==> src/rtl/alu_pkg.sv <==
// Shared definitions for the multicycle ALU execute stage.
// Holds the width constants, the opcode and FSM state encodings, and the
// combinational evaluator for the single-cycle operations.
package alu_pkg;

    localparam int WIDTH = 16;
    localparam int OP_W  = 3;

    typedef enum logic [OP_W-1:0] {
        OP_ADD   = 3'b000,
        OP_SUB   = 3'b001,
        OP_AND   = 3'b010,
        OP_OR    = 3'b011,
        OP_XOR   = 3'b100,
        OP_SLT   = 3'b101,
        OP_MUL   = 3'b110,
        OP_PASSB = 3'b111
    } opcode_t;

    typedef enum logic [1:0] {
        ST_IDLE,
        ST_MUL_ITER,
        ST_DONE
    } state_t;

    typedef struct packed {
        logic [WIDTH-1:0] result;
        logic             carry;
        logic             ovf;
    } alu_out_t;

    // Single-cycle ops. MUL never reaches this path; it returns zeros there.
    function automatic alu_out_t alu_single(opcode_t op, logic [WIDTH-1:0] a,
                                            logic [WIDTH-1:0] b);
        alu_out_t   o;
        logic [WIDTH:0] s;
        o = '0;
        s = '0;
        case (op)
            OP_ADD: begin
                s        = {1'b0, a} + {1'b0, b};
                o.result = s[WIDTH-1:0];
                o.carry  = s[WIDTH];
                o.ovf    = (a[WIDTH-1] == b[WIDTH-1]) && (s[WIDTH-1] != a[WIDTH-1]);
            end
            OP_SUB: begin
                // bit WIDTH of the extended difference is the borrow (a < b unsigned)
                s        = {1'b0, a} - {1'b0, b};
                o.result = s[WIDTH-1:0];
                o.carry  = s[WIDTH];
                o.ovf    = (a[WIDTH-1] != b[WIDTH-1]) && (s[WIDTH-1] != a[WIDTH-1]);
            end
            OP_AND:   o.result = a & b;
            OP_OR:    o.result = a | b;
            OP_XOR:   o.result = a ^ b;
            OP_SLT:   o.result = {{(WIDTH-1){1'b0}}, ($signed(a) < $signed(b))};
            OP_PASSB: o.result = b;
            default:  o = '0;
        endcase
        return o;
    endfunction

endpackage

==> src/rtl/alu_multicycle_stage_if.sv <==
// Control-unit <-> execute-stage bundle.
//   master (control unit): drives start/opcode/operand_a/operand_b,
//                          observes busy/done/result/flags.
//   slave  (ALU stage):    the reverse.
interface alu_multicycle_stage_if;
    import alu_pkg::*;

    logic             start;
    logic [OP_W-1:0]  opcode;
    logic [WIDTH-1:0] operand_a;
    logic [WIDTH-1:0] operand_b;
    logic             busy;
    logic             done;
    logic [WIDTH-1:0] result;
    logic             flag_zero;
    logic             flag_carry;
    logic             flag_ovf;

    modport master (
        output start, opcode, operand_a, operand_b,
        input  busy, done, result, flag_zero, flag_carry, flag_ovf
    );

    modport slave (
        input  start, opcode, operand_a, operand_b,
        output busy, done, result, flag_zero, flag_carry, flag_ovf
    );

endinterface

==> src/rtl/mul_shift_add_unit.sv <==
// Iterative shift-add multiplier, one multiplier bit per step.
//   clk, rst : clock, synchronous active-high reset
//   load     : latch a (multiplicand) and b (multiplier), clear acc/counter
//   step     : perform one shift-add iteration
//   last     : current step is the final (WIDTH-th) one
//   product  : accumulator value after the current step is applied
module mul_shift_add_unit
    import alu_pkg::*;
(
    input  logic                 clk,
    input  logic                 rst,
    input  logic                 load,
    input  logic                 step,
    input  logic [WIDTH-1:0]     a,
    input  logic [WIDTH-1:0]     b,
    output logic                 last,
    output logic [2*WIDTH-1:0]   product
);

    localparam int              CNT_W    = $clog2(WIDTH);
    localparam logic [CNT_W-1:0] CNT_LAST = CNT_W'(WIDTH - 1);

    logic [2*WIDTH-1:0] mcand;
    logic [WIDTH-1:0]   mplier;
    logic [2*WIDTH-1:0] acc;
    logic [CNT_W-1:0]   cnt;

    // Exposing the post-step value lets the owner capture the full product
    // on the same edge as the final iteration.
    assign product = acc + (mplier[0] ? mcand : '0);
    assign last    = (cnt == CNT_LAST);

    always_ff @(posedge clk) begin
        if (rst) begin
            mcand  <= '0;
            mplier <= '0;
            acc    <= '0;
            cnt    <= '0;
        end else if (load) begin
            mcand  <= {{WIDTH{1'b0}}, a};
            mplier <= b;
            acc    <= '0;
            cnt    <= '0;
        end else if (step) begin
            acc    <= product;
            mcand  <= mcand << 1;
            mplier <= mplier >> 1;
            cnt    <= cnt + 1'b1;
        end
    end

endmodule

==> src/rtl/alu_multicycle_stage.sv <==
// Execute stage: single-cycle ALU ops plus a WIDTH-step shift-add MUL.
//   wire_clock : clock, rising edge
//   wire_reset : synchronous active-high reset
//   bus        : slave side of the start/busy/done handshake, operands,
//                registered result and flags (held until next completion)
module alu_multicycle_stage
    import alu_pkg::*;
(
    input  logic                     wire_clock,
    input  logic                     wire_reset,
    alu_multicycle_stage_if.slave    bus
);

    state_t             state, state_nxt;
    opcode_t            op;
    logic               accept, is_mul, mul_last, mul_fin;
    logic [2*WIDTH-1:0] mul_product;
    alu_out_t           single;

    logic [WIDTH-1:0]   result_q;
    logic               zero_q, carry_q, ovf_q;

    assign op      = opcode_t'(bus.opcode);
    assign is_mul  = (op == OP_MUL);
    assign accept  = (state == ST_IDLE) && bus.start;
    assign mul_fin = (state == ST_MUL_ITER) && mul_last;
    assign single  = alu_single(op, bus.operand_a, bus.operand_b);

    mul_shift_add_unit u_mul (
        .clk     (wire_clock),
        .rst     (wire_reset),
        .load    (accept && is_mul),
        .step    (state == ST_MUL_ITER),
        .a       (bus.operand_a),
        .b       (bus.operand_b),
        .last    (mul_last),
        .product (mul_product)
    );

    always_ff @(posedge wire_clock) begin
        if (wire_reset) state <= ST_IDLE;
        else            state <= state_nxt;
    end

    always_comb begin
        state_nxt = state;
        case (state)
            ST_IDLE:     if (bus.start) state_nxt = is_mul ? ST_MUL_ITER : ST_DONE;
            ST_MUL_ITER: if (mul_last)  state_nxt = ST_DONE;
            ST_DONE:     state_nxt = ST_IDLE;
            default:     state_nxt = ST_IDLE;
        endcase
    end

    // Result/flags update only on the edge that enters DONE.
    always_ff @(posedge wire_clock) begin
        if (wire_reset) begin
            result_q <= '0;
            zero_q   <= 1'b0;
            carry_q  <= 1'b0;
            ovf_q    <= 1'b0;
        end else if (accept && !is_mul) begin
            result_q <= single.result;
            zero_q   <= (single.result == '0);
            carry_q  <= single.carry;
            ovf_q    <= single.ovf;
        end else if (mul_fin) begin
            result_q <= mul_product[WIDTH-1:0];
            zero_q   <= (mul_product[WIDTH-1:0] == '0);
            carry_q  <= |mul_product[2*WIDTH-1:WIDTH];
            ovf_q    <= 1'b0;
        end
    end

    assign bus.busy       = (state != ST_IDLE);
    assign bus.done       = (state == ST_DONE);
    assign bus.result     = result_q;
    assign bus.flag_zero  = zero_q;
    assign bus.flag_carry = carry_q;
    assign bus.flag_ovf   = ovf_q;

endmodule

==> src/flat_wrapper.sv <==
// flat-port wrapper written by rule: the top's interface ports become plain ports
module alu_multicycle_stage_flat import alu_pkg::*;
  (wire_clock, wire_reset, bus_start, bus_opcode, bus_operand_a, bus_operand_b, bus_busy, bus_done, bus_result, bus_flag_zero, bus_flag_carry, bus_flag_ovf);
  alu_multicycle_stage_if bus_i ();
  input  logic wire_clock;
  input  logic wire_reset;
  input wire logic [$bits(bus_i.start)-1:0] bus_start;
  input wire logic [$bits(bus_i.opcode)-1:0] bus_opcode;
  input wire logic [$bits(bus_i.operand_a)-1:0] bus_operand_a;
  input wire logic [$bits(bus_i.operand_b)-1:0] bus_operand_b;
  output wire logic [$bits(bus_i.busy)-1:0] bus_busy;
  output wire logic [$bits(bus_i.done)-1:0] bus_done;
  output wire logic [$bits(bus_i.result)-1:0] bus_result;
  output wire logic [$bits(bus_i.flag_zero)-1:0] bus_flag_zero;
  output wire logic [$bits(bus_i.flag_carry)-1:0] bus_flag_carry;
  output wire logic [$bits(bus_i.flag_ovf)-1:0] bus_flag_ovf;
  assign bus_i.start = bus_start;
  assign bus_i.opcode = bus_opcode;
  assign bus_i.operand_a = bus_operand_a;
  assign bus_i.operand_b = bus_operand_b;
  assign bus_busy = bus_i.busy;
  assign bus_done = bus_i.done;
  assign bus_result = bus_i.result;
  assign bus_flag_zero = bus_i.flag_zero;
  assign bus_flag_carry = bus_i.flag_carry;
  assign bus_flag_ovf = bus_i.flag_ovf;
  alu_multicycle_stage u_core (.wire_clock(wire_clock), .wire_reset(wire_reset), .bus(bus_i));
endmodule
==> config.mk <==
export PLATFORM = sky130hd
export DESIGN_NAME = alu_multicycle_stage_flat
export DESIGN_NICKNAME = d
export VERILOG_FILES = /design/src/rtl/alu_pkg.sv /design/src/rtl/alu_multicycle_stage_if.sv /design/src/rtl/mul_shift_add_unit.sv /design/src/rtl/alu_multicycle_stage.sv /design/src/flat_wrapper.sv
export SDC_FILE = /design/constraint.sdc
export NUM_CORES = 1
export LEC_CHECK = 0
export ABC_AREA = 1
export BUFFER_PORTS_ARGS = -buffer_cell sky130_fd_sc_hd__buf_2
export CAP_MARGIN = 20
export CORE_MARGIN = 5
export CORE_UTILIZATION = 40
export CTS_CLUSTER_DIAMETER = 150
export CTS_CLUSTER_SIZE = 40
export DETAILED_ROUTE_END_ITERATION = 8
export GPL_TIMING_DRIVEN = 0
export SLEW_MARGIN = 20
export SYNTH_ARGS = -nofsm -noshare
export SYNTH_HDL_FRONTEND = slang
export SYNTH_SLANG_ARGS = --single-unit
==> constraint.sdc <==
create_clock -name wire_clock -period 2.6 [get_ports wire_clock]
set_input_delay 0.26 -clock wire_clock [delete_from_list [all_inputs] [get_ports wire_clock]]
set_output_delay 0.26 -clock wire_clock [all_outputs]
set_load 0.01 [all_outputs]
==> results of run 1 <==
report_power, final:
group | switching [mW] | internal (mW) | leakage (nW) | total, mW
logic | 0.719 | 0.349 | 5.14 | 1.07
registers | 0.0386 | 1.65 | 0.851 | 1.69
clock network | 0.648 | 0.813 | 0.155 | 1.46
cell families (layout without fill, tap and decap cells):
| logic type | count (synthesis) | in the layout | synth area share |
|---|---|---|---|
| xor+xnor | 21 | 21 | 0.0187 |
| fa+ha+maj | 92 | 92 | 0.119 |
| buf+inv | 350 | 433 | 0.141 |
| compound gates | 212 | 212 | 0.128 |
| flops | 105 | 105 | 0.213 |
| simple gates | 914 | 914 | 0.380 |
worst max path at each step:
stage                           start               endpoint  slack (ps)  cells past startpoint
4_1_cts        u_core.u_mul.mplier[0]  u_core.bus.flag_carry         -30                     20
2_1_floorplan  u_core.u_mul.mplier[0]  u_core.bus.flag_carry         100                     22
3_3_place_gp   u_core.u_mul.mplier[0]  u_core.bus.flag_carry        -810                     21
3_5_place_dp   u_core.u_mul.mplier[0]  u_core.bus.flag_carry        -790                     21
6_report       u_core.u_mul.mplier[0]   u_core.bus.flag_zero         -30                     17
5_1_grt        u_core.u_mul.mplier[0]   u_core.bus.flag_zero        -220                     17
flip-flops by register name, indices dropped and copies added, names as in the netlist:
register               count
u_core.bus.flag_carry      1
u_core.bus.flag_ovf        1
u_core.bus.flag_zero       1
u_core.bus.result         16
u_core.state               2
u_core.u_mul.acc          32
u_core.u_mul.cnt           4
u_core.u_mul.mcand        32
u_core.u_mul.mplier       16
layer usage:
| metal | up-vias | share of wire | GRT usage |
|---|---|---|---|
| met1 | 4967 | 0.45 | 0.315 |
| met4 | 0 | 0.026 | 0.0715 |
| met3 | 50 | 0.040 | 0.0204 |
| met2 | 283 | 0.48 | 0.431 |
| met5 | - | 0 | 0 |
| li1 | 5476 | - | - |
synth_stat cells, types with 2 or more instances:
cell,count
a21oi_1,87
a221oi_1,8
a22oi_1,16
a31oi_1,22
buf_2,8
buf_4,9
buf_6,4
clkbuf_1,33
dfxtp_1,105
fa_1,3
ha_1,89
inv_1,286
inv_2,8
nand2_1,571
nand3_1,117
nand3b_1,3
nand4_1,18
nor2_1,171
nor2_2,7
nor3_1,10
nor3_2,4
o2111ai_1,2
o211ai_1,13
o21ai_0,37
o21bai_1,3
o221ai_1,2
o22ai_1,14
or2_0,4
or2_2,2
xnor2_1,13
xor2_1,8
what timing repair did:
item / 4_1_cts / 5_1_grt
setup endpoints to repair: 38 / 7
pin swaps: 12 / 16
resized for setup: 83 / 86
gates cloned: 1 / 2
setup buffers: 9 / 1
layout by cell type, fill, tap and decap left out, types with 3 or more instances in the layout:
cell / Yosys / final
a21oi_2: 1 / 9
a22oi_1: 16 / 16
nand2_4: 1 / 10
clkbuf_16: 0 / 11
inv_2: 8 / 17
buf_4: 9 / 20
clkbuf_1: 33 / 30
a21oi_1: 87 / 79
or2_0: 4 / 4
xor2_1: 8 / 8
inv_1: 286 / 277
ha_4: 0 / 24
o21ai_0: 37 / 37
nor3_1: 10 / 7
buf_2: 8 / 63
nand2_1: 571 / 523
o211ai_1: 13 / 13
nor2_1: 171 / 155
ha_1: 89 / 62
xnor2_2: 0 / 4
a221oi_1: 8 / 7
nand2_2: 0 / 39
nand3_1: 117 / 109
buf_6: 4 / 5
o21bai_1: 3 / 3
xnor2_1: 13 / 7
ha_2: 0 / 3
a31oi_1: 22 / 22
nor3_2: 4 / 6
nand3_4: 0 / 3
o22ai_1: 14 / 14
nand4_1: 18 / 18
dfxtp_1: 105 / 104
nand3b_1: 3 / 3
nor2_2: 7 / 23
nand3_2: 1 / 6
worst max-delay path: stages (launching register included):
cell and delay [ps]:
dfxtp_4 410, clkbuf_16 180, nand2_4 50, inv_2 40
ha_4 150, fa_2 360, buf_4 150, xnor2_2 220
nand2_1 80, nor2_1 110, nand3_1 80, nor2_1 170
nand3_1 90, nor2_1 100, nand3_1 110, nand2_1 90
inv_1 40, a21oi_1 130
area by class of cell:
| class | instances | area (sq um) | area share |
|---|---|---|---|
| inverter | 295 | 1110 | 0.0947 |
| timing repair buffer | 68 | 398 | 0.0340 |
| buffer | 54 | 317 | 0.0270 |
| multi-input combinational | 1239 | 7070 | 0.603 |
| clock buffer | 12 | 256 | 0.0219 |
| sequential | 105 | 2110 | 0.180 |
| clock inverter | 4 | 58.8 | 0.00502 |
| tap | 324 | 405 | 0.0346 |
per-stage QoR:
stage | worst slack [ps] | area [sq um] | power [mW]
floorplan | 96.1 | 9850 | 2.39
global placement | -812 | 10500 | 2.74
detailed placement | -795 | 10500 | 2.74
CTS | -26.2 | 11300 | 4.22
global route | -219 | 11700 | 4.43
finish | -34.0 | 11700 | 4.22
==> out/qor.txt, run 1 <==
Status: complete, but fails checks
Failing checks: setup timing
Layout cells sized above 1: 0.149
Worst reg2reg setup slack: -30 ps
Die footprint: 27900 sq um
Crit share post-route: 1.01
Unique masters post-synth: 48
Leakage power: 6.15 nW
Top cell type by total area after synthesis: nand2_1
Total CTS buffers: 9
Mapped Nets: 1824
Reg-to-Reg End: u_core.bus.flag_zero
Post-route ant nets: 0
Worst min path class: input port to flip-flop
Vias per inst: 5.13
Hold Crit Depth: 3
Number of synthesized flops with an enable pin: 0
Finish-stage setup viols: 2
Worst Reg-to-Reg Cells: 17
TritonCTS clock tree: yes
CP arrival: 2920 ps
Mapped Cells: 1694
Worst skew pair latency: 360 ps
MaxCap Viol Count: 0
Min cycle time layout: 2630 ps
Largest net degree at the start of global routing: 18
Initial antenna violation count: 0
Peak VDD IR: 0.279 mV
Die Y: 167 um
Hold Crit Start: bus_operand_b[15]
Util after Layout: 0.482
RSZ-0062 raised after global routing: true
Final cell count without fillers: 2101
Synth Register Bits: 105
Fmax: 0.380 GHz
Yosys warning count: 0
Worst Setup End Kind: flip-flop
# IOs: 59
Initial Util: 0.405
Ys flop type: dfxtp_1
H-tree levels: 3
CP max FO: 8
Pwr/cell area: 360 nW/um^2
Min Hold Slack: 188 ps
Crit Path Category: flip-flop to flip-flop
Req. time, crit path: 2890 ps
Via count: 10.8k
First-pass GRT wire length: 54900 um
Mapped Area: 9850 sq um
Final worst setup slack: -34.0 ps
Top cell type's share of synthesized area: 0.217
Final Hold Fails: 0
Worst reg2reg path startpoint: u_core.u_mul.mplier[0]
Drt pass-1 iters: 8
Seq/Total Area, Yosys: 0.213
Placed Instances: 2073
Startpoint type of the worst setup path: flip-flop
Syn_area_per_cell: 5.82 sq um
Post-Route WL: 35000 um
Hold worst-path end: u_core.u_mul.mplier[15]
Antenna fix cells: 0
Rows: 57
Clk sink count: 105
Slew HR: 0.445
Max Slew Vio Count: 0
Drt drc: 0
Area Overhead vs Synth: 18.9%
Post-cts hold buffer count: 0
Root Buffer: clkbuf_16
CTS Buffer Depth: 2
Initial drt markers: 785
Skew final: 7.49 ps
Drt wl/cell: 16.7 um
Slew at the pin closest to its max-slew limit: 830 ps
Detail Placement HPWL: 28000 um
Die W: 167 um
Total negative slack: -60.7 ps
Fillcell total: 2630
Global Route Usage Sum: 0.243
IO Port Bufs: 55
Final nets: 1902
Vias in the first global route: 10.4k
Gr ovfl total: 0
Core Area: 24300 sq um
FFs w/ async S/R, synth: 0
Routability congestion estimate: 0.953
Ranking of synthesized cells by area: nand2_1 22%, dfxtp_1 21%, ha_1 11%, inv_1 11%, nor2_1 6.5%
Clock transition at path regs: 70 ps
No activity file was read; power rests on OpenSTA's default activity.
==> run 2: changes to the inputs <==
PLACE_DENSITY_LB_ADDON = 0.08   (was unset)
SETUP_SLACK_MARGIN = 0.15   (was unset)
==> out/qor.txt, run 2 (same netlist as run 1, synthesis figures left out) <==
Initial Util: 0.405
Most common cell after layout, fill and taps aside: nand2_1
Final Hold Fails: 0
IO Port Bufs: 55
Clock transition at path regs: 80 ps
Pwr/cell area: 356 nW/um^2
Die W: 167 um
Reg-to-Reg End: u_core.bus.flag_carry
Post-route ant nets: 0
Util after Layout: 0.487
Crit share post-route: 1.03
Failing checks: setup timing
Worst skew pair latency: 360 ps
MaxCap Viol Count: 0
Vias in the first global route: 9627
Crit Path Category: flip-flop to flip-flop
Drt drc: 0
Req. time, crit path: 2820 ps
Skew final: 14.9 ps
Post-Route WL: 36700 um
Placed Area: 10500 sq um
Antenna fix cells: 0
Biggest registers after layout: u_core.u_mul.acc x32, u_core.u_mul.mcand x32
Area Overhead vs Synth: 20.1%
Hold Crit Depth: 3
Initial antenna violation count: 0
Via count: 10.8k
Finish-stage setup viols: 1
Final cell count without fillers: 2106
Sequential cell area: 2100 sq um
Initial drt markers: 1121
Layout cells sized above 1: 0.172
Startpoint type of the worst setup path: flip-flop
Worst reg2reg setup slack: -80 ps
Post-cts hold buffer count: 0
Fmax: 0.374 GHz
Hold Crit Start: bus_operand_a[0]
H-tree levels: 3
Core Area: 24300 sq um
Final nets: 1907
Leakage power: 6.15 nW
Die Y: 167 um
Design area: 11800 sq um
Worst reg2reg path startpoint: u_core.u_mul.mplier[0]
Root Buffer: clkbuf_16
# IOs: 59
Hold worst-path end: u_core.u_mul.mcand[0]
Drt wl/cell: 17.4 um
Routability congestion estimate: 0.961
Total Power: 4.21 mW
Die footprint: 27900 sq um
Total CTS buffers: 9
Rows: 57
Fillcell total: 2625
TritonCTS clock tree: yes
Clk sink count: 105
Min cycle time layout: 2680 ps
Commonest cells after routing, fill and taps aside: 510 x nand2_1, 269 x inv_1, 148 x nor2_1
Peak VDD IR: 0.259 mV
Worst min path class: input port to flip-flop
Worst Setup End Kind: flip-flop
Slew at the pin closest to its max-slew limit: 839 ps
Final worst setup slack: -77.1 ps
Worst Reg-to-Reg Cells: 22
Largest net degree at the start of global routing: 21
Max Slew Vio Count: 0
CP arrival: 2900 ps
Slew HR: 0.438
Drt pass-1 iters: 5
Vias per inst: 5.11
Multi-input combinational cell area: 7190 sq um
First-pass GRT wire length: 55300 um
CTS Buffer Depth: 2
Status: complete, but fails checks
Min Hold Slack: 199 ps
Detail Placement HPWL: 29200 um
RSZ-0062 raised after global routing: true
Placed Instances: 2073
Global Route Usage Sum: 0.251
Gr ovfl total: 0
CP max FO: 6
run 2: final cells by class:
class / instances / area share
clock inverters: 7 / 0.00592
flip-flops and latches: 105 / 0.178
inverters: 295 / 0.0940
clock buffers: 9 / 0.0190
repair buffers: 72 / 0.0350
multi-input cells: 1239 / 0.607
plain buffers: 55 / 0.0267
well taps: 324 / 0.0342
run 2: worst max-delay path by stage:
stage	slack (ps)	cells past startpoint	startpoint	to
floorplan	190	22	u_core.u_mul.mplier[0]	u_core.bus.flag_carry
global placement	-770	20	u_core.u_mul.mplier[0]	u_core.bus.flag_carry
detailed placement	-790	20	u_core.u_mul.mplier[0]	u_core.bus.flag_carry
CTS	-150	20	u_core.u_mul.mplier[0]	u_core.bus.flag_carry
global route	-170	20	u_core.u_mul.mplier[0]	u_core.bus.flag_carry
finish	-80	22	u_core.u_mul.mplier[0]	u_core.bus.flag_carry
run 2: what timing repair did:
action	in CTS	in global routing
pin swaps	17	35
setup endpoints to repair	41	34
resized for setup	79	134
buffers inserted	12	5
run 2: metal layers:
layer | vias up | routed length (um) | track usage | part of all wire
li1 | 5483 | - | - | -
met1 | 4885 | 18600 | 0.399 | 0.51
met2 | 369 | 14500 | 0.345 | 0.40
met3 | 29 | 3370 | 0.0612 | 0.092
met4 | 0 | 286 | 0.0334 | 0.0078
met5 | - | 0 | 0 | 0
run 2: critical path: stages (launching register included):
cell and delay (ps):
dfxtp_2 330, buf_8 120, buf_8 130, buf_4 140, nand2_1 90, inv_2 60, ha_4 260, nand2_1 70
nand2_1 70, inv_1 70, nand2_2 70, nand2_1 80, nand2_2 100, a21oi_4 180, nand2_1 70, nand2_1 80
nand2_2 60, nor2_1 90, nand2_1 70, nor2_2 160, nand2_2 100, nand2_2 80, a21oi_2 50
run 2: stage by stage:
| stage | setup TNS (ps) | setup WS [ps] |
|---|---|---|
| after floorplan | 0 | 191 |
| after global placement | -6860 | -771 |
| after detailed placement | -7930 | -786 |
| after CTS | -281 | -149 |
| after global routing | -332 | -175 |
| final | -77.1 | -77.1 |
run 2: power by group:
part / switching, mW / leakage [nW] / total (mW) / internal [mW]
registers: 0.0371 / 0.851 / 1.69 / 1.65
clock network: 0.732 / 0.147 / 1.41 / 0.680
logic: 0.753 / 5.15 / 1.10 / 0.352
total: 1.52 / 6.15 / 4.21 / 2.69
